<file path="config.mk">
export PLATFORM = sky130hd
export DESIGN_NAME = stage_wb_mt_flat
export DESIGN_NICKNAME = d
export VERILOG_FILES = /design/src/rtl/stage_wb_mt_pkg.sv /design/src/rtl/stage_wb_mt_if.sv /design/src/rtl/stage_wb_mt_rr_pick.sv /design/src/rtl/stage_wb_mt.sv /design/src/flat_wrapper.sv
export SDC_FILE = /design/constraint.sdc
export NUM_CORES = 2
export LEC_CHECK = 0
export CORE_UTILIZATION = 30
export DETAILED_ROUTE_END_ITERATION = 12
export PLACE_DENSITY = 0.59
export SLEW_MARGIN = 30
export SYNTH_ARGS = -nofsm -noshare
export SYNTH_HDL_FRONTEND = slang
export SYNTH_SLANG_ARGS = --single-unit
</file>
<file path="constraint.sdc">
create_clock -name clk -period 6.65 [get_ports clk]
set_clock_uncertainty 0.2 [all_clocks]
set_input_delay 1.33 -clock clk [delete_from_list [all_inputs] [get_ports clk]]
set_output_delay 1.33 -clock clk [all_outputs]
set_load 0.02 [all_outputs]
</file>
<file path="src/rtl/stage_wb_mt_pkg.sv">
// Shared types and constants for the multithreaded writeback/commit stage.
package stage_wb_mt_pkg;

  localparam int unsigned XLEN_DEF  = 32;
  localparam int unsigned VPN_W_DEF = 20;
  localparam int unsigned PPN_W_DEF = 8;
  localparam int unsigned REG_W     = 5;
  localparam int unsigned TID_W_DEF = 2;

  typedef logic [TID_W_DEF-1:0] threadid_t;
  typedef logic [REG_W-1:0]     regid_t;
  typedef logic [XLEN_DEF-1:0]  word_t;
  typedef logic [XLEN_DEF-1:0]  vptr_t;
  typedef logic [VPN_W_DEF-1:0] vpn_t;
  typedef logic [PPN_W_DEF-1:0] ppn_t;

  typedef enum logic [1:0] {
    TLBW_NONE = 2'd0,
    TLBW_ITLB = 2'd1,
    TLBW_DTLB = 2'd2
  } tlbwrite_t;

  // Cause codes written to rm2 on entry to the handler.
  localparam int unsigned EXC_ITLB = 1;
  localparam int unsigned EXC_DTLB = 2;

  typedef enum logic [1:0] {
    IDLE    = 2'd0,
    HANDLER = 2'd1,
    RELEASE = 2'd2
  } wb_state_t;

endpackage

</file>
<file path="src/rtl/stage_wb_mt_if.sv">
// TL-to-writeback bus plus the commit-side outputs of the writeback stage.
interface stage_wb_mt_if #(
  parameter int unsigned N_THREADS = 4,
  parameter int unsigned XLEN      = 32,
  parameter int unsigned VPN_W     = 20,
  parameter int unsigned PPN_W     = 8
) ();
  import stage_wb_mt_pkg::*;

  localparam int unsigned T_W = (N_THREADS > 1) ? $clog2(N_THREADS) : 1;

  logic [T_W-1:0]  tl_thread;
  logic            tl_isvalid;
  logic            tl_itlb_miss;
  logic            tl_dtlb_miss;
  regid_t          tl_dst;
  logic [XLEN-1:0] tl_pc;
  logic [XLEN-1:0] tl_r2;
  logic [XLEN-1:0] tl_data;
  logic [XLEN-1:0] tl_mul;
  logic            tl_isequal;
  logic            tl_flag_mul;
  logic            tl_flag_reg;
  logic            tl_flag_jump;
  logic            tl_flag_branch;
  logic            tl_flag_iret;
  tlbwrite_t       tl_flag_tlbwrite;

  logic [N_THREADS-1:0]           pc_en;
  logic [XLEN-1:0]                pc_data;
  logic [N_THREADS-1:0][XLEN-1:0] rm0;
  logic [N_THREADS-1:0][XLEN-1:0] rm1;
  logic [N_THREADS-1:0][XLEN-1:0] rm2;
  logic [N_THREADS-1:0][XLEN-1:0] rm4;
  logic [N_THREADS-1:0]           regfile_wen;
  regid_t                         regfile_addr;
  logic [XLEN-1:0]                regfile_data;
  logic                           itlb_wen;
  logic                           dtlb_wen;
  logic [VPN_W-1:0]               itlb_vpn;
  logic [VPN_W-1:0]               dtlb_vpn;
  logic [PPN_W-1:0]               itlb_ppn;
  logic [PPN_W-1:0]               dtlb_ppn;
  logic                           exc_en;
  logic [T_W-1:0]                 exc_thread;
  logic [N_THREADS-1:0]           park_mask;

  modport master (
    output tl_thread, tl_isvalid, tl_itlb_miss, tl_dtlb_miss, tl_dst, tl_pc, tl_r2,
           tl_data, tl_mul, tl_isequal, tl_flag_mul, tl_flag_reg, tl_flag_jump,
           tl_flag_branch, tl_flag_iret, tl_flag_tlbwrite,
    input  pc_en, pc_data, rm0, rm1, rm2, rm4, regfile_wen, regfile_addr, regfile_data,
           itlb_wen, dtlb_wen, itlb_vpn, dtlb_vpn, itlb_ppn, dtlb_ppn,
           exc_en, exc_thread, park_mask
  );

  modport slave (
    input  tl_thread, tl_isvalid, tl_itlb_miss, tl_dtlb_miss, tl_dst, tl_pc, tl_r2,
           tl_data, tl_mul, tl_isequal, tl_flag_mul, tl_flag_reg, tl_flag_jump,
           tl_flag_branch, tl_flag_iret, tl_flag_tlbwrite,
    output pc_en, pc_data, rm0, rm1, rm2, rm4, regfile_wen, regfile_addr, regfile_data,
           itlb_wen, dtlb_wen, itlb_vpn, dtlb_vpn, itlb_ppn, dtlb_ppn,
           exc_en, exc_thread, park_mask
  );

endinterface

</file>
<file path="src/rtl/stage_wb_mt_rr_pick.sv">
// Round-robin picker: grants the first set mask bit strictly after 'last', wrapping.
module stage_wb_mt_rr_pick #(
  parameter int unsigned N   = 4,
  parameter int unsigned T_W = 2
) (
  input  logic [N-1:0]   mask,
  input  logic [T_W-1:0] last,
  output logic [N-1:0]   grant,
  output logic [T_W-1:0] idx
);

  logic           found;
  logic [T_W-1:0] cand;

  always_comb begin
    grant = '0;
    idx   = '0;
    found = 1'b0;
    cand  = '0;
    for (int unsigned i = 1; i <= N; i++) begin
      cand = T_W'((32'(last) + i) % N);
      if (!found && mask[cand]) begin
        found       = 1'b1;
        grant[cand] = 1'b1;
        idx         = cand;
      end
    end
  end

endmodule

</file>
<file path="src/rtl/stage_wb_mt.sv">
// Multithreaded writeback/commit stage: in-order per-thread commit, exception lock,
// parking of faulting non-master threads and round-robin release after IRET.
module stage_wb_mt
  import stage_wb_mt_pkg::*;
#(
  parameter int unsigned     N_THREADS = 4,
  parameter int unsigned     XLEN      = 32,
  parameter int unsigned     VPN_W     = 20,
  parameter int unsigned     PPN_W     = 8,
  parameter logic [XLEN-1:0] BOOT_PC   = XLEN'(32'h1000),
  parameter logic [XLEN-1:0] EXC_PC    = XLEN'(32'h2000)
) (
  input logic          clk,
  input logic          rst,
  stage_wb_mt_if.slave wb
);

  localparam int unsigned T_W = (N_THREADS > 1) ? $clog2(N_THREADS) : 1;

  typedef logic [N_THREADS-1:0][XLEN-1:0] bank_t;

  wb_state_t            state_q, state_d;
  logic [T_W-1:0]       master_q, master_d;
  logic [N_THREADS-1:0] park_q, park_d;
  bank_t                waiting_q, waiting_d;
  bank_t                rm0_q, rm0_d, rm1_q, rm1_d, rm2_q, rm2_d, rm4_q, rm4_d;
  logic [N_THREADS-1:0] pc_en_q, pc_en_d;
  logic [XLEN-1:0]      pc_data_q, pc_data_d;
  logic [N_THREADS-1:0] rf_wen_q, rf_wen_d;
  regid_t               rf_addr_q, rf_addr_d;
  logic [XLEN-1:0]      rf_data_q, rf_data_d;
  logic                 itlb_wen_q, itlb_wen_d, dtlb_wen_q, dtlb_wen_d;
  logic [VPN_W-1:0]     itlb_vpn_q, itlb_vpn_d, dtlb_vpn_q, dtlb_vpn_d;
  logic [PPN_W-1:0]     itlb_ppn_q, itlb_ppn_d, dtlb_ppn_q, dtlb_ppn_d;
  logic                 exc_en_q, exc_en_d;
  logic [T_W-1:0]       exc_thread_q, exc_thread_d;

  logic [T_W-1:0]       tid;
  logic                 accept, exception, is_master, taken, bus_used;
  logic [N_THREADS-1:0] grant;
  logic [T_W-1:0]       pick_idx;

  stage_wb_mt_rr_pick #(.N(N_THREADS), .T_W(T_W)) u_rr_pick (
    .mask  (park_q),
    .last  (master_q),
    .grant (grant),
    .idx   (pick_idx)
  );

  // Next-state and next-output logic; the pc bus is owned by accepted input before release.
  always_comb begin
    state_d      = state_q;
    master_d     = master_q;
    park_d       = park_q;
    waiting_d    = waiting_q;
    rm0_d        = rm0_q;
    rm1_d        = rm1_q;
    rm2_d        = rm2_q;
    rm4_d        = rm4_q;
    pc_en_d      = '0;
    pc_data_d    = pc_data_q;
    rf_wen_d     = '0;
    rf_addr_d    = rf_addr_q;
    rf_data_d    = rf_data_q;
    itlb_wen_d   = 1'b0;
    dtlb_wen_d   = 1'b0;
    itlb_vpn_d   = itlb_vpn_q;
    itlb_ppn_d   = itlb_ppn_q;
    dtlb_vpn_d   = dtlb_vpn_q;
    dtlb_ppn_d   = dtlb_ppn_q;
    bus_used     = 1'b0;
    tid          = wb.tl_thread;
    exception    = wb.tl_itlb_miss | wb.tl_dtlb_miss;
    is_master    = (tid == master_q);
    accept       = (wb.tl_pc == waiting_q[tid]);
    taken        = wb.tl_flag_jump & (~wb.tl_flag_branch | wb.tl_isequal);

    if (accept) begin
      if (!wb.tl_isvalid) begin
        if (state_q == IDLE && exception) begin
          state_d        = HANDLER;
          master_d       = tid;
          pc_en_d[tid]   = 1'b1;
          pc_data_d      = EXC_PC;
          waiting_d[tid] = EXC_PC;
          rm0_d[tid]     = wb.tl_pc;
          rm4_d[tid]     = XLEN'(1);
          if (wb.tl_itlb_miss) begin
            rm1_d[tid] = wb.tl_pc;
            rm2_d[tid] = XLEN'(EXC_ITLB);
          end else begin
            rm1_d[tid] = wb.tl_data;
            rm2_d[tid] = XLEN'(EXC_DTLB);
          end
          bus_used = 1'b1;
        end else if (state_q != IDLE && exception && !is_master) begin
          park_d[tid] = 1'b1;
        end else begin
          pc_en_d[tid] = 1'b1;
          pc_data_d    = wb.tl_pc;
          bus_used     = 1'b1;
        end
      end else if (state_q != HANDLER || is_master) begin
        waiting_d[tid] = waiting_q[tid] + XLEN'(4);
        rf_wen_d[tid]  = wb.tl_flag_reg;
        rf_addr_d      = wb.tl_dst;
        rf_data_d      = wb.tl_flag_mul ? wb.tl_mul : wb.tl_data;
        case (wb.tl_flag_tlbwrite)
          TLBW_ITLB: begin
            itlb_wen_d = 1'b1;
            itlb_vpn_d = wb.tl_data[VPN_W-1:0];
            itlb_ppn_d = wb.tl_r2[PPN_W-1:0];
          end
          TLBW_DTLB: begin
            dtlb_wen_d = 1'b1;
            dtlb_vpn_d = wb.tl_data[VPN_W-1:0];
            dtlb_ppn_d = wb.tl_r2[PPN_W-1:0];
          end
          default: ;
        endcase
        if (taken) begin
          pc_en_d[tid] = 1'b1;
          bus_used     = 1'b1;
          if (wb.tl_flag_iret) begin
            pc_data_d      = rm0_q[tid];
            waiting_d[tid] = rm0_q[tid];
            rm4_d[tid]     = '0;
            state_d        = (park_q != '0) ? RELEASE : IDLE;
          end else begin
            pc_data_d      = wb.tl_data;
            waiting_d[tid] = wb.tl_data;
          end
        end
      end
    end

    if (state_q == RELEASE && !bus_used) begin
      if (park_q != '0) begin
        pc_en_d   = grant;
        pc_data_d = waiting_q[pick_idx];
      end
      park_d = park_d & ~grant;
      if (park_d == '0) state_d = IDLE;
    end

    exc_en_d     = (state_d == HANDLER);
    exc_thread_d = master_d;
  end

  always_ff @(posedge clk) begin
    if (rst) begin
      state_q      <= IDLE;
      master_q     <= '0;
      park_q       <= '0;
      waiting_q    <= {N_THREADS{BOOT_PC}};
      rm0_q        <= '0;
      rm1_q        <= '0;
      rm2_q        <= '0;
      rm4_q        <= '0;
      pc_en_q      <= '0;
      pc_data_q    <= BOOT_PC;
      rf_wen_q     <= '0;
      rf_addr_q    <= '0;
      rf_data_q    <= '0;
      itlb_wen_q   <= 1'b0;
      dtlb_wen_q   <= 1'b0;
      itlb_vpn_q   <= '0;
      itlb_ppn_q   <= '0;
      dtlb_vpn_q   <= '0;
      dtlb_ppn_q   <= '0;
      exc_en_q     <= 1'b0;
      exc_thread_q <= '0;
    end else begin
      state_q      <= state_d;
      master_q     <= master_d;
      park_q       <= park_d;
      waiting_q    <= waiting_d;
      rm0_q        <= rm0_d;
      rm1_q        <= rm1_d;
      rm2_q        <= rm2_d;
      rm4_q        <= rm4_d;
      pc_en_q      <= pc_en_d;
      pc_data_q    <= pc_data_d;
      rf_wen_q     <= rf_wen_d;
      rf_addr_q    <= rf_addr_d;
      rf_data_q    <= rf_data_d;
      itlb_wen_q   <= itlb_wen_d;
      dtlb_wen_q   <= dtlb_wen_d;
      itlb_vpn_q   <= itlb_vpn_d;
      itlb_ppn_q   <= itlb_ppn_d;
      dtlb_vpn_q   <= dtlb_vpn_d;
      dtlb_ppn_q   <= dtlb_ppn_d;
      exc_en_q     <= exc_en_d;
      exc_thread_q <= exc_thread_d;
    end
  end

  assign wb.pc_en        = pc_en_q;
  assign wb.pc_data      = pc_data_q;
  assign wb.rm0          = rm0_q;
  assign wb.rm1          = rm1_q;
  assign wb.rm2          = rm2_q;
  assign wb.rm4          = rm4_q;
  assign wb.regfile_wen  = rf_wen_q;
  assign wb.regfile_addr = rf_addr_q;
  assign wb.regfile_data = rf_data_q;
  assign wb.itlb_wen     = itlb_wen_q;
  assign wb.dtlb_wen     = dtlb_wen_q;
  assign wb.itlb_vpn     = itlb_vpn_q;
  assign wb.itlb_ppn     = itlb_ppn_q;
  assign wb.dtlb_vpn     = dtlb_vpn_q;
  assign wb.dtlb_ppn     = dtlb_ppn_q;
  assign wb.exc_en       = exc_en_q;
  assign wb.exc_thread   = exc_thread_q;
  assign wb.park_mask    = park_q;

endmodule
</file>
<file path="src/flat_wrapper.sv">
// flat-port wrapper written by rule: the top's interface ports become plain ports
module stage_wb_mt_flat import stage_wb_mt_pkg::*;
#(
  parameter int unsigned     N_THREADS = 4,
  parameter int unsigned     XLEN      = 32,
  parameter int unsigned     VPN_W     = 20,
  parameter int unsigned     PPN_W     = 8,
  parameter logic [XLEN-1:0] BOOT_PC   = XLEN'(32'h1000),
  parameter logic [XLEN-1:0] EXC_PC    = XLEN'(32'h2000)
)
  (clk, rst, wb_tl_thread, wb_tl_isvalid, wb_tl_itlb_miss, wb_tl_dtlb_miss, wb_tl_dst, wb_tl_pc, wb_tl_r2, wb_tl_data, wb_tl_mul, wb_tl_isequal, wb_tl_flag_mul, wb_tl_flag_reg, wb_tl_flag_jump, wb_tl_flag_branch, wb_tl_flag_iret, wb_tl_flag_tlbwrite, wb_pc_en, wb_pc_data, wb_rm0, wb_rm1, wb_rm2, wb_rm4, wb_regfile_wen, wb_regfile_addr, wb_regfile_data, wb_itlb_wen, wb_dtlb_wen, wb_itlb_vpn, wb_dtlb_vpn, wb_itlb_ppn, wb_dtlb_ppn, wb_exc_en, wb_exc_thread, wb_park_mask);
  stage_wb_mt_if #(.N_THREADS(N_THREADS), .XLEN(XLEN), .VPN_W(VPN_W), .PPN_W(PPN_W)) wb_i ();
  input logic clk;
  input logic rst;
  input wire logic [$bits(wb_i.tl_thread)-1:0] wb_tl_thread;
  input wire logic [$bits(wb_i.tl_isvalid)-1:0] wb_tl_isvalid;
  input wire logic [$bits(wb_i.tl_itlb_miss)-1:0] wb_tl_itlb_miss;
  input wire logic [$bits(wb_i.tl_dtlb_miss)-1:0] wb_tl_dtlb_miss;
  input wire logic [$bits(wb_i.tl_dst)-1:0] wb_tl_dst;
  input wire logic [$bits(wb_i.tl_pc)-1:0] wb_tl_pc;
  input wire logic [$bits(wb_i.tl_r2)-1:0] wb_tl_r2;
  input wire logic [$bits(wb_i.tl_data)-1:0] wb_tl_data;
  input wire logic [$bits(wb_i.tl_mul)-1:0] wb_tl_mul;
  input wire logic [$bits(wb_i.tl_isequal)-1:0] wb_tl_isequal;
  input wire logic [$bits(wb_i.tl_flag_mul)-1:0] wb_tl_flag_mul;
  input wire logic [$bits(wb_i.tl_flag_reg)-1:0] wb_tl_flag_reg;
  input wire logic [$bits(wb_i.tl_flag_jump)-1:0] wb_tl_flag_jump;
  input wire logic [$bits(wb_i.tl_flag_branch)-1:0] wb_tl_flag_branch;
  input wire logic [$bits(wb_i.tl_flag_iret)-1:0] wb_tl_flag_iret;
  input wire logic [$bits(wb_i.tl_flag_tlbwrite)-1:0] wb_tl_flag_tlbwrite;
  output wire logic [$bits(wb_i.pc_en)-1:0] wb_pc_en;
  output wire logic [$bits(wb_i.pc_data)-1:0] wb_pc_data;
  output wire logic [$bits(wb_i.rm0)-1:0] wb_rm0;
  output wire logic [$bits(wb_i.rm1)-1:0] wb_rm1;
  output wire logic [$bits(wb_i.rm2)-1:0] wb_rm2;
  output wire logic [$bits(wb_i.rm4)-1:0] wb_rm4;
  output wire logic [$bits(wb_i.regfile_wen)-1:0] wb_regfile_wen;
  output wire logic [$bits(wb_i.regfile_addr)-1:0] wb_regfile_addr;
  output wire logic [$bits(wb_i.regfile_data)-1:0] wb_regfile_data;
  output wire logic [$bits(wb_i.itlb_wen)-1:0] wb_itlb_wen;
  output wire logic [$bits(wb_i.dtlb_wen)-1:0] wb_dtlb_wen;
  output wire logic [$bits(wb_i.itlb_vpn)-1:0] wb_itlb_vpn;
  output wire logic [$bits(wb_i.dtlb_vpn)-1:0] wb_dtlb_vpn;
  output wire logic [$bits(wb_i.itlb_ppn)-1:0] wb_itlb_ppn;
  output wire logic [$bits(wb_i.dtlb_ppn)-1:0] wb_dtlb_ppn;
  output wire logic [$bits(wb_i.exc_en)-1:0] wb_exc_en;
  output wire logic [$bits(wb_i.exc_thread)-1:0] wb_exc_thread;
  output wire logic [$bits(wb_i.park_mask)-1:0] wb_park_mask;
  assign wb_i.tl_thread = wb_tl_thread;
  assign wb_i.tl_isvalid = wb_tl_isvalid;
  assign wb_i.tl_itlb_miss = wb_tl_itlb_miss;
  assign wb_i.tl_dtlb_miss = wb_tl_dtlb_miss;
  assign wb_i.tl_dst = wb_tl_dst;
  assign wb_i.tl_pc = wb_tl_pc;
  assign wb_i.tl_r2 = wb_tl_r2;
  assign wb_i.tl_data = wb_tl_data;
  assign wb_i.tl_mul = wb_tl_mul;
  assign wb_i.tl_isequal = wb_tl_isequal;
  assign wb_i.tl_flag_mul = wb_tl_flag_mul;
  assign wb_i.tl_flag_reg = wb_tl_flag_reg;
  assign wb_i.tl_flag_jump = wb_tl_flag_jump;
  assign wb_i.tl_flag_branch = wb_tl_flag_branch;
  assign wb_i.tl_flag_iret = wb_tl_flag_iret;
  assign wb_i.tl_flag_tlbwrite = wb_tl_flag_tlbwrite;
  assign wb_pc_en = wb_i.pc_en;
  assign wb_pc_data = wb_i.pc_data;
  assign wb_rm0 = wb_i.rm0;
  assign wb_rm1 = wb_i.rm1;
  assign wb_rm2 = wb_i.rm2;
  assign wb_rm4 = wb_i.rm4;
  assign wb_regfile_wen = wb_i.regfile_wen;
  assign wb_regfile_addr = wb_i.regfile_addr;
  assign wb_regfile_data = wb_i.regfile_data;
  assign wb_itlb_wen = wb_i.itlb_wen;
  assign wb_dtlb_wen = wb_i.dtlb_wen;
  assign wb_itlb_vpn = wb_i.itlb_vpn;
  assign wb_dtlb_vpn = wb_i.dtlb_vpn;
  assign wb_itlb_ppn = wb_i.itlb_ppn;
  assign wb_dtlb_ppn = wb_i.dtlb_ppn;
  assign wb_exc_en = wb_i.exc_en;
  assign wb_exc_thread = wb_i.exc_thread;
  assign wb_park_mask = wb_i.park_mask;
  stage_wb_mt #(.N_THREADS(N_THREADS), .XLEN(XLEN), .VPN_W(VPN_W), .PPN_W(PPN_W), .BOOT_PC(BOOT_PC), .EXC_PC(EXC_PC)) u_core (.clk(clk), .rst(rst), .wb(wb_i));
endmodule
</file>
==> flow_metrics.tcl <==
set metrics [dict create \
    fp-row-count 118 \
    htree_levels 3 \
    drv_cap 0 \
    holdPathStages 1 \
    syn_inst 3329 \
    tightest_slew_ns 1.03 \
    r2r-end "u_core.wb.pc_data[19]" \
    track_usage_pct 25.1 \
    n_fill_cell 10200 \
    clk_pin_slew_ns 0.06 \
    maxSlewHeadroom_pct 29.2 \
    wl_per_cell_um 25.5 \
    ir_drop_mv 0.188 \
    setup_viol 0 \
    start_util_pct 30.4 \
    synth_area_um2 31700 \
    avgSynthCellArea_um2 9.53 \
    report.final.slew_viol_count 0 \
    final_nets 4166 \
    rr_startpoint "u_core.master_q[0]" \
    die_y_um 327 \
    final-hold-violation-count 0 \
    core_region_area_um2 104000 \
    p_leak_nw 15.5 \
    gp_congestion 0.921 \
    syn_nets 3486 \
    drt-total-wl_um 140000 \
    place_hpwl_um 101000 \
    numCtsBuffers 90 \
    max_freq_ghz 0.192 \
    grt_start_max_net_pins 173 \
    cts_max_path_buffers 3 \
    final.period_utilization_pct 78.2 \
    yosysWarnings 0 \
    cts.sinks 784 \
    endpoint_kind "flop" \
    final_layout_size_suffix_gt1_share_pct 9.12 \
    overflow 0 \
    async_reset_ff_share_pct 0 \
    startpoint_type "input port" \
    critPathCapture "u_core.wb.pc_data[23]" \
    drc 0 \
    cts_root_buf "clkbuf_16" \
    drt-vias-per-instance 5.18 \
    num_io_pins 802 \
    post_cts_buffers 0 \
    r2r_cells 10 \
    stdcell_count 5470 \
    vias 28300 \
    syn_to_final_growth_pct 39.4 \
    cts_tree "built" \
    ys.flop_type "dfxtp_1" \
    die-area_um2 107000 \
    firstDrtPassIters 5 \
    dieWidth_um 327 \
    cp.required_ns 7.04 \
    hold_path.class "reg2reg" \
    antenna_found_initial 19 \
    ff2ff_setup_slack_ns 2.15 \
    cts_hold_buf 0 \
    synth.distinct_cells 65 \
    critPathMaxFanout 54 \
    io_buffers 777 \
    synth_seq_cells 784 \
    p_per_area_nw_per_um2 235 \
    p_total_mw 10.4 \
    cts_resized 0 \
    startpoint "wb_tl_thread[1]" \
    ys_seq_area_share_pct 49.5 \
    grt_pass1_vias 26600 \
    crit_arrival_ns 5.58 \
    period_needed_ns 5.20 \
    rsz0062_at_grt "false" \
    synth_enable_flop_cells 0 \
    grt_pass1_wl_um 197000 \
    crit_type "in2reg" \
    clk_latency_ns 0.68 \
    finalSetupTns_ns 0 \
    outcome "finished, final reports clean" \
    post-place-cells 5296 \
    drt_iter0_drc 2674 \
    ant_nets 0 \
]
[layer usage]
metal  wire, um  GRT usage, %  up-vias
met5         81             0        -
met3      13600          7.53      226
met4       4500          9.26       14
met2      66200          41.1     1273
met1      55200          30.9    13800
li1           -             -    13100
[cell usage in the layout (no fill, tap or decap), drive strengths merged, types with 5 or more instances in the layout]
cell,instances
or2,5
a211oi,174
a31oi,24
o22a,26
nor4,16
o22ai,7
buf,117
dfxtp,784
clkdlybuf4s50,771
diode,10
a2bb2oi,15
nand2b,7
nand3,36
ha,9
bufinv,8
nor3,66
clkbuf,128
or4,7
and2,255
mux2i,260
clkinv,17
a22oi,7
o21ai,29
nand2,356
xor2,7
mux4,66
mux2,8
inv,22
and3,8
and4,9
nor4b,6
nor2b,8
a221o,6
xnor2,50
a21oi,207
o2bb2ai,41
nor2,378
or3,22
a32oi,36
nand4,33
[metrics by stage]
step / hold slack, ns / area [um2] / utilization, % / worst slack, ns
6_report: 0.253 / 44200 / 42.4 / 1.45
5_1_grt: 0.268 / 44200 / 42.4 / 1.30
4_1_cts: 0.255 / 44200 / 42.4 / 1.56
3_5_place_dp: 0.243 / 41100 / 39.4 / 0.858
3_3_place_gp: 0.241 / 41100 / 39.4 / 0.889
2_1_floorplan: 0.227 / 31700 / - / 2.00
[power by group]
part           internal, mW   switching, mW
sequential             4.70  0.000000000173
clock                  3.04            2.11
combinational         0.164           0.388
[kinds of logic after synthesis]
logic type	count (synthesis)	share of synthesized area, %
flip-flops	784	49.5
AO/OA/AOI/OAI	604	12.9
buffers and inverters	316	4.04
multiplexers	334	13.2
adder cells (fa/ha/maj)	9	0.355
AND/OR/NAND/NOR	1225	18.5
XOR/XNOR	57	1.57
[worst max-delay path, cell delays in order]
cell and delay [ns]:
buf_4 0.68, mux4_2 0.48, xnor2_1 0.26, nand4_1 0.28, or4_1 0.90, nor2_4 0.60
buf_4 0.60, a2bb2oi_1 0.13, nor3_1 0.20
[worst min-delay path by stage]
stage	startpoint	end	slack (ns)
floorplan	flop	flop	0.23
global placement	u_core.wb.rm2[84]	u_core.wb.rm2[84]	0.24
detailed placement	u_core.wb.rm2[28]	u_core.wb.rm2[28]	0.24
CTS	flop	flop	0.26
global route	flop	flop	0.27
finish	u_core.wb.rm4[117]	u_core.wb.rm4[117]	0.25
[cell usage after synthesis, types with 22 or more instances]
library cell	n	area, um2
nand2_1	356	1340
mux4_2	66	1490
nor3_1	65	325
a32oi_1	36	315
nand3_1	36	180
nand4_1	33	206
a31oi_1	24	150
buf_2	59	295
and2_1	255	1600
a211oi_1	174	1310
a21oi_1	207	1040
xnor2_1	50	438
or3_1	22	138
clkbuf_1	218	818
o2bb2ai_1	41	359
o21ai_0	28	140
nor2_1	377	1420
o22a_1	26	228
dfxtp_1	784	15700
mux2i_1	260	2600
[cell type report]
cell class	count	area, um2	area share (%)
antenna	10	25.0	0.0566
clock buffer	128	2590	5.85
tap	1380	1730	3.90
sequential	784	15700	35.5
clock inverter	35	473	1.07
timing repair buffer	888	8770	19.8
multi-input combinational	2229	14900	33.7
inverter	16	60.1	0.136
Power figures use the tool's default switching activity.
